File: src/rtl/vco_freq_counter_pkg.sv
// Shared definitions for the VCO frequency counter: FSM state encoding and
// default sizing constants.
package vco_fcnt_pkg;

  localparam int CNT_W_DEFAULT       = 16;
  localparam int WIN_W_DEFAULT       = 16;
  localparam int SYNC_STAGES_DEFAULT = 2;

  typedef enum logic [1:0] {
    IDLE    = 2'd0,
    MEASURE = 2'd1,
    FINISH  = 2'd2
  } fcnt_state_t;

endpackage

File: src/rtl/vco_freq_counter_if.sv
// Control/result bundle between the calibration logic (master) and the
// VCO frequency counter (slave).
interface vco_freq_counter_if #(
  parameter int CNT_W = 16,
  parameter int WIN_W = 16
);

  logic             START;
  logic [WIN_W-1:0] WINDOW_CYCLES;
  logic             BUSY;
  logic             DONE;
  logic [CNT_W-1:0] COUNT;
  logic             OVERFLOW;

  modport master (
    output START, WINDOW_CYCLES,
    input  BUSY, DONE, COUNT, OVERFLOW
  );

  modport slave (
    input  START, WINDOW_CYCLES,
    output BUSY, DONE, COUNT, OVERFLOW
  );

endinterface

File: src/rtl/vco_freq_counter_sync_edge_det.sv
// Multi-flop synchronizer for an asynchronous VCO tap followed by a
// rising-edge detector producing a one-cycle pulse in the clk domain.
module vco_sync_edge_det #(
  parameter int SYNC_STAGES = 2
) (
  input  logic clk,
  input  logic resetb,
  input  logic async_in,
  output logic rise_pulse
);

  logic [SYNC_STAGES-1:0] sync_q;
  logic                   hist_q;

  always_ff @(posedge clk or negedge resetb) begin
    if (!resetb) begin
      sync_q <= '0;
      hist_q <= 1'b0;
    end else begin
      sync_q <= {sync_q[SYNC_STAGES-2:0], async_in};
      hist_q <= sync_q[SYNC_STAGES-1];
    end
  end

  assign rise_pulse = sync_q[SYNC_STAGES-1] & ~hist_q;

endmodule

File: src/rtl/vco_freq_counter.sv
// Counts rising edges of a divided VCO over a programmable window of CLK cycles.
// Define VCO_FCNT_CONT_EN for back-to-back continuous windows without START.
module vco_freq_counter
  import vco_fcnt_pkg::*;
#(
  parameter int CNT_W       = CNT_W_DEFAULT,
  parameter int WIN_W       = WIN_W_DEFAULT,
  parameter int SYNC_STAGES = SYNC_STAGES_DEFAULT
) (
  input  logic               CLK,
  input  logic               RESETB,
  input  logic               VCO_DIV_IN,
  vco_freq_counter_if.slave  bus
);

  localparam logic [CNT_W-1:0] CNT_MAX = '1;
  localparam logic [WIN_W-1:0] WIN_ONE = WIN_W'(1);

  fcnt_state_t      state_q, state_d;
  logic [WIN_W-1:0] timer_q, timer_d;
  logic [CNT_W-1:0] cnt_q, cnt_d;
  logic             sat_q, sat_d;
  logic [CNT_W-1:0] count_q, count_d;
  logic             ovf_q, ovf_d;
  logic             done_q, done_d;
  logic             edge_pulse;
  logic             start_ok;
  logic [WIN_W-1:0] win_eff;
  logic [CNT_W-1:0] cnt_inc;
  logic             sat_inc;

  vco_sync_edge_det #(.SYNC_STAGES(SYNC_STAGES)) u_sync (
    .clk        (CLK),
    .resetb     (RESETB),
    .async_in   (VCO_DIV_IN),
    .rise_pulse (edge_pulse)
  );

  always_ff @(posedge CLK or negedge RESETB) begin
    if (!RESETB) begin
      state_q <= IDLE;
      timer_q <= '0;
      cnt_q   <= '0;
      sat_q   <= 1'b0;
      count_q <= '0;
      ovf_q   <= 1'b0;
      done_q  <= 1'b0;
    end else begin
      state_q <= state_d;
      timer_q <= timer_d;
      cnt_q   <= cnt_d;
      sat_q   <= sat_d;
      count_q <= count_d;
      ovf_q   <= ovf_d;
      done_q  <= done_d;
    end
  end

  // Results are loaded on the edge that enters FINISH so COUNT is valid
  // during the DONE cycle itself.
  always_comb begin
    state_d = state_q;
    timer_d = timer_q;
    cnt_d   = cnt_q;
    sat_d   = sat_q;
    count_d = count_q;
    ovf_d   = ovf_q;
    done_d  = 1'b0;

`ifdef VCO_FCNT_CONT_EN
    start_ok = 1'b1;
    win_eff  = (bus.WINDOW_CYCLES == '0) ? WIN_ONE : bus.WINDOW_CYCLES;
`else
    start_ok = bus.START;
    win_eff  = bus.WINDOW_CYCLES;
`endif

    cnt_inc = cnt_q;
    sat_inc = sat_q;
    if (edge_pulse) begin
      if (cnt_q == CNT_MAX) sat_inc = 1'b1;
      else                  cnt_inc = cnt_q + CNT_W'(1);
    end

    case (state_q)
      IDLE: begin
        if (start_ok) begin
          timer_d = win_eff;
          cnt_d   = '0;
          sat_d   = 1'b0;
          if (win_eff == '0) begin
            state_d = FINISH;
            done_d  = 1'b1;
            count_d = '0;
            ovf_d   = 1'b0;
          end else begin
            state_d = MEASURE;
          end
        end
      end
      MEASURE: begin
        cnt_d   = cnt_inc;
        sat_d   = sat_inc;
        timer_d = timer_q - WIN_ONE;
        if (timer_q == WIN_ONE) begin
          state_d = FINISH;
          done_d  = 1'b1;
          count_d = cnt_inc;
          ovf_d   = sat_inc;
        end
      end
      FINISH: begin
`ifdef VCO_FCNT_CONT_EN
        // The FINISH cycle is the first cycle of the next window, so no edge is lost.
        cnt_d   = CNT_W'(edge_pulse);
        sat_d   = 1'b0;
        timer_d = win_eff - WIN_ONE;
        if (win_eff == WIN_ONE) begin
          state_d = FINISH;
          done_d  = 1'b1;
          count_d = CNT_W'(edge_pulse);
          ovf_d   = 1'b0;
        end else begin
          state_d = MEASURE;
        end
`else
        state_d = IDLE;
`endif
      end
      default: state_d = IDLE;
    endcase
  end

  assign bus.BUSY     = (state_q == MEASURE);
  assign bus.DONE     = done_q;
  assign bus.COUNT    = count_q;
  assign bus.OVERFLOW = ovf_q;

endmodule

File: src/flat_wrapper.sv
// flat-port wrapper written by rule: the top's interface ports become plain ports
module vco_freq_counter_flat import vco_fcnt_pkg::*;
#(
  parameter int CNT_W       = CNT_W_DEFAULT,
  parameter int WIN_W       = WIN_W_DEFAULT,
  parameter int SYNC_STAGES = SYNC_STAGES_DEFAULT
)
  (CLK, RESETB, VCO_DIV_IN, bus_START, bus_WINDOW_CYCLES, bus_BUSY, bus_DONE, bus_COUNT, bus_OVERFLOW);
  vco_freq_counter_if #(.CNT_W(CNT_W), .WIN_W(WIN_W)) bus_i ();
  input  logic CLK;
  input  logic RESETB;
  input  logic VCO_DIV_IN;
  input wire logic [$bits(bus_i.START)-1:0] bus_START;
  input wire logic [$bits(bus_i.WINDOW_CYCLES)-1:0] bus_WINDOW_CYCLES;
  output wire logic [$bits(bus_i.BUSY)-1:0] bus_BUSY;
  output wire logic [$bits(bus_i.DONE)-1:0] bus_DONE;
  output wire logic [$bits(bus_i.COUNT)-1:0] bus_COUNT;
  output wire logic [$bits(bus_i.OVERFLOW)-1:0] bus_OVERFLOW;
  assign bus_i.START = bus_START;
  assign bus_i.WINDOW_CYCLES = bus_WINDOW_CYCLES;
  assign bus_BUSY = bus_i.BUSY;
  assign bus_DONE = bus_i.DONE;
  assign bus_COUNT = bus_i.COUNT;
  assign bus_OVERFLOW = bus_i.OVERFLOW;
  vco_freq_counter #(.CNT_W(CNT_W), .WIN_W(WIN_W), .SYNC_STAGES(SYNC_STAGES)) u_core (.CLK(CLK), .RESETB(RESETB), .VCO_DIV_IN(VCO_DIV_IN), .bus(bus_i));
endmodule
File: config.mk
export PLATFORM = sky130hd
export DESIGN_NAME = vco_freq_counter_flat
export DESIGN_NICKNAME = d
export VERILOG_FILES = /design/src/rtl/vco_freq_counter_pkg.sv /design/src/rtl/vco_freq_counter_if.sv /design/src/rtl/vco_freq_counter_sync_edge_det.sv /design/src/rtl/vco_freq_counter.sv /design/src/flat_wrapper.sv
export SDC_FILE = /design/constraint.sdc
export NUM_CORES = 1
export LEC_CHECK = 0
export BUFFER_PORTS_ARGS = -buffer_cell sky130_fd_sc_hd__buf_2
export CELL_PAD_IN_SITES_DETAIL_PLACEMENT = 1
export CELL_PAD_IN_SITES_GLOBAL_PLACEMENT = 2
export CORE_ASPECT_RATIO = 1.1
export CORE_MARGIN = 8
export CORE_UTILIZATION = 39
export DETAILED_ROUTE_END_ITERATION = 8
export PLACE_DENSITY_LB_ADDON = 0.1
export SLEW_MARGIN = 0
export SYNTH_ARGS = -nofsm -noshare
export SYNTH_HDL_FRONTEND = slang
export SYNTH_SLANG_ARGS = --single-unit
File: constraint.sdc
create_clock -name CLK -period 5.3 [get_ports CLK]
set_input_delay 1.06 -clock CLK [delete_from_list [all_inputs] [get_ports CLK]]
set_output_delay 1.06 -clock CLK [all_outputs]
set_load 0.02 [all_outputs]
======== Word level (Yosys, flattened, before mapping) ========
Index checks and enable logic that the tools add are counted.
storage, ports and cells
  output and inout port bits .............. 19
  input bits .............................. 20
  register bits after elaboration ......... 56
operators by class
  equal/unequal tests ..................... 6
  bitwise logic cells ..................... 2
  reduce and logical (&&, ||, !) cells .... 6
  multiplexer cells ....................... 26
  $add $sub $neg .......................... 2
operators with widths
  kind                     count
  $mux W16                 7
  $pmux W16 S2             3
  $add A16 B1 Y16 const B  1
  $eq A16 B1 Y1 const B    1
  $eq A16 B16 Y1 const B   1
  $logic_not A16 Y1        1
  $sub A16 B1 Y16 const B  1
  $mux W1                  9
  $mux W2                  3
  $pmux W1 S2              3
  $ne A2 B1 Y1 const B     2
  $pmux W2 S2              1
  $reduce_and A2 Y1        2
  $reduce_and A4 Y1        1
  $eq A2 B1 Y1 const B     1
  $logic_not A2 Y1         1
  $ne A2 B2 Y1 const B     1
  $reduce_bool A2 Y1       1
  $and A1 B1 Y1            1
  $not A1 Y1               1

======== Logic depth before layout (Yosys ltp) ========
  depth in word-level cells ............... 5
  depth in mapped cells ................... 9
  depth with buffers taken out ............ 7

======== Cells and area by module ========
From an unflattened synthesis, not the netlist that was laid out.
unflattened totals
  cells, all modules ...................... 331
  area, all modules ....................... 3,089.2 um^2
by module, submodules not included
  module             cells each  times used  area each (um^2)
  vco_freq_counter   327         1           3,000.4
  vco_sync_edge_det  4           1           88.8

======== Least setup slack after synthesis ========
Ideal clock, no wire load.
  path kind ............................... input to register
  start point ............................. in bus_WINDOW_CYCLES[14]
  end point ............................... reg u_core.count_q[10], in the netlist u_core.bus.COUNT[10]
  required time ........................... 5.170 ns
  setup slack ............................. 2.928 ns
  arrival ................................. 2.242 ns
  stages on the path ...................... 7
  path buffers ............................ 2
  setup time .............................. 0.130 ns
  cells stage by stage .................... nor4_1 > nand4_1 > or2_2 > and2_4 > buf_6 > buf_6 > o2bb2ai_1
on the way
  longest elaborated chain between the ends .. 3
ends and longest elaborated chain
  element                             RTL line                text
  start, declared                     flat_wrapper.sv:14      input wire logic [$bits(bus_i.WINDOW_CYCLES)-1:0] bus_WINDOW_CYCLES;
  $logic_not A16 Y1                   vco_freq_counter.sv:91  if (win_eff == '0) begin
  $ne A2 B1 Y1 (no source line)       n/a
  $reduce_and A4 Y1 (no source line)  n/a
  end signal, assigned                vco_freq_counter.sv:53  count_q <= count_d;
  end, declared                       vco_freq_counter.sv:23  logic [CNT_W-1:0] count_q, count_d;
No other way between the ends.
A chain may end at the register's enable or synchronous reset.

======== Final worst setup path ========
  start point ............................. reg u_core.state_q[0]
  end point ............................... out bus_BUSY
on the way
  longest elaborated chain between the ends .. 1
ends and longest elaborated chain
  element                 RTL line                 text
  start, declared         vco_freq_counter.sv:19   fcnt_state_t state_q, state_d;
  start signal, assigned  vco_freq_counter.sv:49   state_q <= state_d;
  $eq A2 B1 Y1            vco_freq_counter.sv:134  assign bus.BUSY = (state_q == MEASURE);
  end, declared           flat_wrapper.sv:15       output wire logic [$bits(bus_i.BUSY)-1:0] bus_BUSY;
No other way between the ends.

==> results.md <==
- The aggregate negative setup slack is 0 ns.
- The number of global-route vias before repair was 2802.
- The setup path with the least slack is of type reg -> out.
- Measured in cells, the most critical reg-to-reg path has a length of 6.
- Buffers inserted during clock tree synthesis total 5.
- The library cells used most frequently in the layout, excluding fill and tap cells, are 56 x dfrtp_1, 38 x buf_2, 28 x nand2_1.
- The number of instances in the synthesized netlist is 303.
- The footprint of the flip-flops and latches is 1400 um2.
- After detailed routing, the number of remaining DRC violations is 0.
- STA puts the critical path data required time at 4.24 ns.
- Timing would allow up to 378 MHz.
- The combined area of all synthesized cells is 2960 um2.
- The number of DRC markers after the initial detailed-route iteration is 104.
- Data arrives at the worst endpoint at 1.58 ns.
- Wires add up to 8.07 mm.
- For this run, global-route usage on met1 was measured as 19.1%.
- The flow ran to the end, and the final reports show no timing, DRC or antenna violations.
- The net count after synthesis is 326.
- The number of top-level design ports is 39.
- The largest driver fanout on the critical path is 32.
- Routability-driven placement finished with a final weighted congestion of 0.766.
- The maximum number of pins on one net before global-route repair is 57.
- STA classifies the critical path startpoint as a flip-flop.
- The detailed router placed 2514 vias in this run.
- In this run the tightest slew margin relative to its limit is 50.8%.
- The number of warnings issued by yosys is 0.
- Clock tree synthesis selected as its root buffer the cell clkbuf_8.
- The leading cell type in the layout, fill and taps excluded is dfrtp_1.
- The most common flop cell mapped by yosys is dfrtp_1.
- The multi-input combinational cell area is 1450 um2.
- The most critical setup path has its endpoint at bus_BUSY.
- After clock tree synthesis, the repair step resized 0 gates.
- Fill cells in the final layout number 875.
- The worst reg2reg path startpoint is u_core.cnt_q[0]$_DFFE_PN0P_.
- For this run, the number of standard cells in the final layout without fillers is 423.
- The final count of pins violating max slew is 0.
- The path class of the tightest hold or removal check is reg -> reg.
- The worst path uses 49.9% of the clock period.
- The die area is 10600 um2.
- The layer flagged by global routing as most heavily used is met2.
- The repair_antennas step left the layout with diodes totalling 0.
- In this run the power density over the cells is 443 nW/um2.
- Once layout is complete, the utilization of the core stands at 44.6%.
- Summed over all cells, the static leakage comes to 1.39 nW.
- The capture point of the worst reg-to-reg path is u_core.cnt_q[14]$_DFFE_PN0P_.
- The clock reaches the later pin of the worst-skew pair after 0.31 ns.
- The setup slack after placement is 2.48 ns.
- In the global route stage, overall resource usage came out at 16.2%.
- The launch point of the critical path is u_core.state_q[0]$_DFFE_PN0P_.
- Of the cells placed in the final design, the portion with a size suffix greater than 1 is 17.6%.
- The area of the core region is 7430 um2.
- The net count of the finished layout is 360.
- For this run, the register share of the synthesized area comes to 47.3%.
- For met2 alone, demand over resource in global routing was 29.8%.
- The time the worst path needs with I/O delays and setup is 2.64 ns.
- At the pin with the least slew margin, the transition time is 0.738 ns.
- The first-pass iteration count of the detailed router is 4.
- Clock-pin slew was measured on the worst setup and hold paths at 0.10 ns.
- The number of endpoints with negative hold slack in the final report is 0.
- In this run, distinct cell masters in the synthesized netlist total 56.
- In this run the tool buffered the top-level ports with 38 buffer cells.
- The met3 routing resource usage after global routing is 2.59%.
- The wire length of the first global-routing pass is 14.0 mm.
- The horizontal die dimension is 99.1 um.
- The setup check on the worst reg-to-reg path leaves a slack of 2.95 ns.
- The hold buffer count at CTS is 0.
- The area added between synthesis and finish is 12.0%.
- Measured along the y axis, the die boundary spans 107 um.
- Setup repair after global routing left no endpoint under its margin.
- After global routing the overflow that remains totals 0.
- Dividing the synthesized area by the synthesized cell count gives 9.78 um2.
- The reported max-cap violation count is 0.
- The initial utilization of the core area, before any placement, comes to 39.9%.
- The worst clock skew is 0.00950 ns.
- The number of endpoints failing setup at the final stage is 0.
- The number of placed instances, taps included, is 417.
- Once detailed placement completed, the half-perimeter wirelength came to 5.78 mm.
- In this run, synthesis produced a sequential element count of 56.
- The count of nets left with antenna violations after detail routing is 0.
- The initial antenna violation count is 0.
- The H-tree depth reported by CTS is 2.
- The buffer count from post-CTS setup fixing is 0.
- The startpoint identified for the worst hold timing path is u_core.u_sync.sync_q[0]$_DFF_PN0_.
- The CTS tree is yes.
- The critical path endpoint category is an output pin.
- The buffer levels on the longest clock path is 2.
- For this run, asynchronously set or reset flops after synthesis account for 100%.
- The number of placement rows is 33.
- The number of vias per cell after detailed routing is 5.94.
- VDD sags by at most 0.182 mV.
- The clock drives 56 sinks.
- Counting flops with a built-in enable in the synthesized netlist gives 0.
- In the final routed layout, each cell accounts on average for 19.1 um.
- The minimum setup slack in the final design is 2.66 ns.
routing by layer:
metal	vias to the layer above	wire length (um)
met2	33	4100
met4	0	120
li1	1199	-
met1	1272	3620
met3	10	225
met5	-	0
report_power, final:
group | internal (mW) | switching (mW)
logic | 0.208 | 0.305
clock network | 0.136 | 0.134
registers | 0.544 | 0.140
total | 0.888 | 0.580
how the worst min path moves through the flow:
stage                                         to  depth (start not counted)  slack (ns)
6_report       u_core.u_sync.sync_q[1]$_DFF_PN0_                          0        0.36
3_3_place_gp   u_core.u_sync.sync_q[1]$_DFF_PN0_                          0        0.33
4_1_cts        u_core.u_sync.sync_q[1]$_DFF_PN0_                          0        0.36
3_5_place_dp   u_core.u_sync.sync_q[1]$_DFF_PN0_                          0        0.34
5_1_grt        u_core.u_sync.sync_q[1]$_DFF_PN0_                          0        0.38
2_1_floorplan  u_core.u_sync.sync_q[1]$_DFF_PN0_                          0        0.33
metrics by stage:
| step | instance area, um2 | total power [mW] | hold slack [ns] |
|---|---|---|---|
| 3_3_place_gp | 3220 | 1.20 | 0.332 |
| 5_1_grt | 3320 | 1.59 | 0.381 |
| 6_report | 3320 | 1.47 | 0.356 |
| 3_5_place_dp | 3220 | 1.21 | 0.336 |
| 4_1_cts | 3320 | 1.49 | 0.359 |
| 2_1_floorplan | 2960 | 1.03 | 0.331 |
registers in the layout, summed over array words and instances (netlist names):
register,count
u_core.u_sync.hist_q,1
u_core.sat_q,1
u_core.u_sync.sync_q,2
u_core.bus.COUNT,16
u_core.bus.OVERFLOW,1
u_core.bus.DONE,1
u_core.state_q,2
u_core.cnt_q,16
u_core.timer_q,16
cells in the mapped netlist, types with 4 or more instances:
master	number	share of area, %
nor2_1	18	2.3
nor4_1	5	1.1
xnor2_1	6	1.8
o2bb2ai_1	14	4.1
clkbuf_1	10	1.3
o211ai_1	6	1.5
nand4_1	10	2.1
mux2i_1	4	1.4
a31oi_1	8	1.7
inv_1	8	1.0
o21ai_0	19	3.2
dfrtp_1	56	47
xor2_1	4	1.2
o311ai_0	7	2.1
nand2_1	28	3.5
and3_1	6	1.3
nor3_1	5	0.84
nor2b_1	5	1.1
nand3_1	15	2.5
a21o_1	5	1.3
a21oi_1	14	2.4
cell type report:
class	instances	area share [%]
repair buffers	42	6.64
multi-input cells	223	43.8
inverters	9	1.02
clock buffers	5	2.07
clock inverters	1	0.905
flip-flops and latches	56	42.2
well taps	87	3.28
critical path: stages, from the launching register on:
cell,delay (ns)
dfrtp_1,0.49
nand2b_1,0.11
buf_4,0.33
clkinv_1,0.15
buf_2,0.18
cell families after synthesis:
group / synth area share (%)
AOI/OAI and AO/OA: 20.2
xor gates and xnor gates: 2.96
adders and majority gates: 1.27
buffers and inverters: 3.63
DFF: 47.3
muxes: 1.35
and+or+nand+nor: 23.3
Power figures use the tool's default switching activity.
